[src/rtl/tour_pkg.sv]
// Shared constants and FSM state type for knight's-tour playback (tour_cmd).
// Command word is {opcode[3:0], heading[7:0], squares[3:0]}.
package tour_pkg;

    localparam logic [7:0] HEAD_N = 8'h00;
    localparam logic [7:0] HEAD_W = 8'h3F;
    localparam logic [7:0] HEAD_S = 8'h7F;
    localparam logic [7:0] HEAD_E = 8'hBF;

    localparam logic [3:0] OP_MOVE         = 4'h2;
    localparam logic [3:0] OP_MOVE_FANFARE = 4'h3;

    localparam logic [7:0] RESP_DONE = 8'hA5;
    localparam logic [7:0] RESP_POS  = 8'h5A;
    localparam logic [7:0] RESP_ERR  = 8'hEE;

    typedef enum logic [2:0] {
        IDLE,
        VERT,
        HOLD_V,
        HORZ,
        HOLD_H
    } state_t;

endpackage

[src/rtl/move_decode.sv]
// Combinational decode of a one-hot knight move into its vertical and horizontal
// motion commands; the lowest set bit wins if more than one bit is set.
module move_decode
    import tour_pkg::*;
(
    input  logic [7:0]  move,
    output logic [15:0] vert_cmd,
    output logic [15:0] horz_cmd
);

    logic signed [2:0] dx;
    logic signed [2:0] dy;
    logic signed [2:0] dx_abs;
    logic signed [2:0] dy_abs;

    always_comb begin
        dx = 3'sd0;
        dy = 3'sd0;
        if      (move[0]) begin dx = -3'sd1; dy =  3'sd2; end
        else if (move[1]) begin dx =  3'sd1; dy =  3'sd2; end
        else if (move[2]) begin dx = -3'sd2; dy =  3'sd1; end
        else if (move[3]) begin dx = -3'sd2; dy = -3'sd1; end
        else if (move[4]) begin dx = -3'sd1; dy = -3'sd2; end
        else if (move[5]) begin dx =  3'sd1; dy = -3'sd2; end
        else if (move[6]) begin dx =  3'sd2; dy = -3'sd1; end
        else if (move[7]) begin dx =  3'sd2; dy =  3'sd1; end
    end

    assign dx_abs = (dx < 3'sd0) ? -dx : dx;
    assign dy_abs = (dy < 3'sd0) ? -dy : dy;

    assign vert_cmd = {OP_MOVE, (dy > 3'sd0) ? HEAD_N : HEAD_S, 1'b0, $unsigned(dy_abs)};
    assign horz_cmd = {OP_MOVE_FANFARE, (dx > 3'sd0) ? HEAD_E : HEAD_W, 1'b0, $unsigned(dx_abs)};

endmodule

[src/rtl/tour_cmd.sv]
// Knight's-tour playback: turns each solver move into a vertical then horizontal command,
// else passes UART commands through. Define TOUR_CMD_ILLEGAL_CHK_EN to abort on non-one-hot moves (adds err).
module tour_cmd
    import tour_pkg::*;
#(
    parameter int NUM_MOVES = 24,
    parameter int IDX_W     = 5
) (
    input  logic             clk,
    input  logic             rst_n,
    input  logic             start_tour,
    input  logic [7:0]       move,
    output logic [IDX_W-1:0] mv_indx,
    input  logic [15:0]      cmd_UART,
    input  logic             cmd_rdy_UART,
    output logic             clr_cmd_rdy_UART,
    output logic [15:0]      cmd,
    output logic             cmd_rdy,
    input  logic             clr_cmd_rdy,
    input  logic             send_resp,
    output logic [7:0]       resp,
    output logic             tour_busy
`ifdef TOUR_CMD_ILLEGAL_CHK_EN
    ,
    output logic             err
`endif
);

    state_t      state;
    logic        tour_rdy;
    logic        last_move;
    logic        abort_p;
    logic [15:0] vert_cmd;
    logic [15:0] horz_cmd;

    move_decode u_move_decode (
        .move     (move),
        .vert_cmd (vert_cmd),
        .horz_cmd (horz_cmd)
    );

    assign last_move = (mv_indx == IDX_W'(NUM_MOVES - 1));

`ifdef TOUR_CMD_ILLEGAL_CHK_EN
    logic move_ok;
    assign move_ok = (move != 8'd0) && ((move & (move - 8'd1)) == 8'd0);
`else
    assign abort_p = 1'b0;
`endif

    always_ff @(posedge clk or negedge rst_n) begin
        if (!rst_n) begin
            state    <= IDLE;
            mv_indx  <= '0;
            tour_rdy <= 1'b0;
`ifdef TOUR_CMD_ILLEGAL_CHK_EN
            abort_p  <= 1'b0;
            err      <= 1'b0;
`endif
        end else begin
`ifdef TOUR_CMD_ILLEGAL_CHK_EN
            abort_p <= 1'b0;
`endif
            case (state)
                IDLE: if (start_tour) begin
                    state    <= VERT;
                    mv_indx  <= '0;
                    tour_rdy <= 1'b1;
`ifdef TOUR_CMD_ILLEGAL_CHK_EN
                    err      <= 1'b0;
`endif
                end
                VERT:
`ifdef TOUR_CMD_ILLEGAL_CHK_EN
                if (!move_ok) begin
                    state    <= IDLE;
                    tour_rdy <= 1'b0;
                    abort_p  <= 1'b1;
                    err      <= 1'b1;
                end else
`endif
                if (clr_cmd_rdy) begin
                    state    <= HOLD_V;
                    tour_rdy <= 1'b0;
                end
                HOLD_V: if (send_resp) begin
                    state    <= HORZ;
                    tour_rdy <= 1'b1;
                end
                HORZ: if (clr_cmd_rdy) begin
                    state    <= HOLD_H;
                    tour_rdy <= 1'b0;
                end
                HOLD_H: if (send_resp) begin
                    if (last_move) begin
                        state <= IDLE;
                    end else begin
                        state    <= VERT;
                        mv_indx  <= mv_indx + IDX_W'(1);
                        tour_rdy <= 1'b1;
                    end
                end
                default: begin
                    state    <= IDLE;
                    tour_rdy <= 1'b0;
                end
            endcase
        end
    end

    assign tour_busy        = (state != IDLE);
    assign cmd_rdy          = tour_busy ? tour_rdy : cmd_rdy_UART;
    assign clr_cmd_rdy_UART = tour_busy ? 1'b0 : clr_cmd_rdy;

    always_comb begin
        cmd = cmd_UART;
        if (state == VERT || state == HOLD_V)
            cmd = vert_cmd;
        else if (state == HORZ || state == HOLD_H)
            cmd = horz_cmd;
    end

    // The final HOLD_H acknowledge already reports done, since it returns to IDLE.
    always_comb begin
        resp = RESP_POS;
        if (state == IDLE)
            resp = abort_p ? RESP_ERR : RESP_DONE;
        else if (state == HOLD_H && last_move)
            resp = RESP_DONE;
    end

endmodule

[config.mk]
export PLATFORM = sky130hd
export DESIGN_NAME = tour_cmd
export DESIGN_NICKNAME = d
export VERILOG_FILES = /design/src/rtl/tour_pkg.sv /design/src/rtl/move_decode.sv /design/src/rtl/tour_cmd.sv
export SDC_FILE = /design/constraint.sdc
export NUM_CORES = 1
export LEC_CHECK = 0
export ABC_AREA = 1
export CORE_MARGIN = 3
export CORE_UTILIZATION = 28
export CTS_CLUSTER_SIZE = 25
export DETAILED_ROUTE_END_ITERATION = 8
export MAX_ROUTING_LAYER = met4
export PLACE_DENSITY = 0.66
export SLEW_MARGIN = 10
export SYNTH_ARGS = -nofsm -noshare
export SYNTH_HDL_FRONTEND = slang
export SYNTH_SLANG_ARGS = --single-unit
[constraint.sdc]
create_clock -name clk -period 2.6 [get_ports clk]
set_input_delay 0.52 -clock clk [delete_from_list [all_inputs] [get_ports clk]]
set_output_delay 0.52 -clock clk [all_outputs]
set_load 0.05 [all_outputs]
==> metrics.txt <==
status=completed; RR Startpoint=state[0]$_DFFE_PN0P_; Hold Crit Depth=2; layout cell share with drive strength beyond 1=27.6%; Vias/cell=4.28; Slew Viols, Final=0; Largest delay share family, worst path=simple AND/OR/NAND/NOR gates; H-tree depth=1; RD Place Congestion=approximately 0.82; Setup-failing EPs final=0; Metal-1 WL=1370 um; Avg Cell Area, Syn=5.91 sq um; f_max=about 400 MHz; Yosys Warn Count=0; Critical R2R Capture=mv_indx[0]$_DFFE_PN0P_; Clk pin slew, worst setup/hold paths=0.07 ns; Worst setup EP type=output pin; die height=roughly 65 um; Min-Delay Endpoint=tour_rdy$_DFFE_PN0P_; most common cell after layout, fill and taps aside=nand2_1; ANT nets after route=0; Mapped Cells=164; Top FF cell, synth=dfrtp_1; WP data arrival=1.99 ns; cts bufs inserted=3; clk root buf=clkbuf_4; ANT cells=0; iteration-0 DRC count of the detailed router=a little over 40; FP Rows=20; Hold Buf Count CTS=0; most frequent cells in the layout=46 x nand2_1, 27 x clkdlybuf4s50_1, 25 x buf_4; Bufs on Longest Clock Path=2; Cell Area, Synth=roughly 970 sq um; Post-synth ARST share=100%; hpwl dp=approximately 2300 um; metal2 WL=1330 um; crit path buf inv count=2; DRC viols=0; cells along the critical path=dlygate4sd2_1 -> nor2_2 -> nor2_1 -> nor2_2 -> nand2_2 -> ha_1 -> or2_4 -> a21oi_2 -> a21oi_2 -> buf_6; EDFF count, synth=0; DIE AREA=roughly 4200 sq um; Initial DRT Pass Iterations=4; Crit Path Category=input pin to output pin; R2R cell count=10; initial antenna violation count=0; NumNets Final=about 260; routed wl met3=around 140 um; first-pass GRT wire length=about 4600 um; worst-path fanout max=2; Num Clock Sinks=9; Req. time, crit path=2.08 ns; GRT overflow=0; sum of negative setup slack=0 ns; Top Ports=62; largest net degree at the start of global routing=16; critical path's largest stage delay=0.26 ns; min Tclk post-route=2.51 ns; vias in the first global route=1053; hold_sp=tour_rdy$_DFFE_PN0P_; Final Hold Viols=0; Slew @ Worst Pin=0.495 ns; Post-Syn Nets=just under 200; area grow syn2layout=72.9%; highest routing layer actually used=met4; Netlist cell types=22; TritonCTS clock tree=yes; Worst setup SP type=input pin; FF+latch count, synth=9; FF-to-FF setup slack=1.18 ns; sequential fraction of the synthesis area=23.3%; Tcrit/Tclk final=96.6%; hold crit path type=register to register; port bufs=61; final wirelength=2850 um; post-DR wirelength/cell=around 10 um; clock skew=about 0.004 ns; total track usage=13.9%; Core ar.=about 3200 sq um; Slowest cell on crit path=ha_1; total of max-cap violations=0; clock latency on the worst-skew pair=0.26 ns; chip width=about 65 um; Vias=1165; Max-Slew Margin vs Limit=roughly two thirds; starting density of the core=30.5%
==> worst max-delay path by stage <==
stage                     cells after the start  slack, ns    start      end
after global placement                       10      -0.35  move[2]   cmd[1]
after CTS                                    10       0.01  move[2]   cmd[1]
final                                        10       0.09  move[4]   cmd[1]
after floorplan                               7       0.01  move[2]  cmd[11]
after detailed placement                     10      -0.36  move[2]   cmd[1]
after global routing                         11      -0.01  move[4]   cmd[1]
==> through the flow <==
stage / instances / hold WS [ns] / setup WS (ns) / area, sq um / util [%]
after floorplan: 164 / 0.224 / 0.0123 / 975 / -
after global placement: 266 / 0.475 / -0.353 / 1600 / 50.3
after detailed placement: 266 / 0.473 / -0.358 / 1600 / 50.3
after CTS: 271 / 0.491 / 0.0122 / 1650 / 51.9
after global routing: 272 / 0.525 / -0.0132 / 1670 / 52.7
final: 272 / 0.489 / 0.0887 / 1670 / 52.7
==> kinds of logic after synthesis <==
kind of cell | synth area share (%)
AO/OA/AOI/OAI | 14.1
XOR/XNOR | 1.81
adder cells (fa/ha/maj) | 3.88
buffers and inverters | 16.4
flip-flops | 23.3
AND/OR/NAND/NOR | 40.6
==> registers in the layout, indices dropped and copies added, names as in the netlist <==
register / count
state: 3
tour_rdy: 1
mv_indx: 5
==> layout make-up <==
type	count	area, sq um
repair buffers	68	628
fillers	316	1500
flip-flops and latches	9	225
inverters	26	97.6
clock buffers	4	26.3
multi-input cells	121	642
well taps	44	55.1
==> per-layer routing <==
metal  vias to the layer above  global-route usage, %
li1                        640                      -
met1                       491                   18.8
met2                        32                   21.8
met3                         2                   1.91
met4                         0                   3.17
met5                         -                      -
==> cells in the mapped netlist (2+ instances only) <==
library cell  instances  area share [%]
o21ai_1               8             4.1
a21oi_1               5             2.6
dfrtp_1               9              23
nand2_2               3             1.9
nor2_1               16             6.2
inv_1                20             7.8
inv_2                 6             2.3
nand3_1              15             7.8
buf_4                 6             4.7
or2_2                 4             2.6
xor2_1                2             1.8
o21ai_0              10             5.2
ha_1                  3             3.9
nand2_1              49              19
==> repair_timing <==
action	CTS	global route
resized for setup	26	7
gates cloned	0	0
endpoints found under the setup margin	14	8
setup buffers	1	1
pin swaps	11	4
==> worst register-to-register path, stage by stage (launching register included) <==
cell	delay [ns]
dfrtp_1	0.43
nor2_2	0.17
nand2_2	0.11
inv_2	0.07
buf_4	0.13
nand2_1	0.08
nand2_1	0.09
inv_2	0.04
nand2_4	0.11
nand2_1	0.06
o21ai_1	0.07
Power is not shown: default switching activity piles up to over one toggle a cycle in this logic, so the estimate is an artifact.
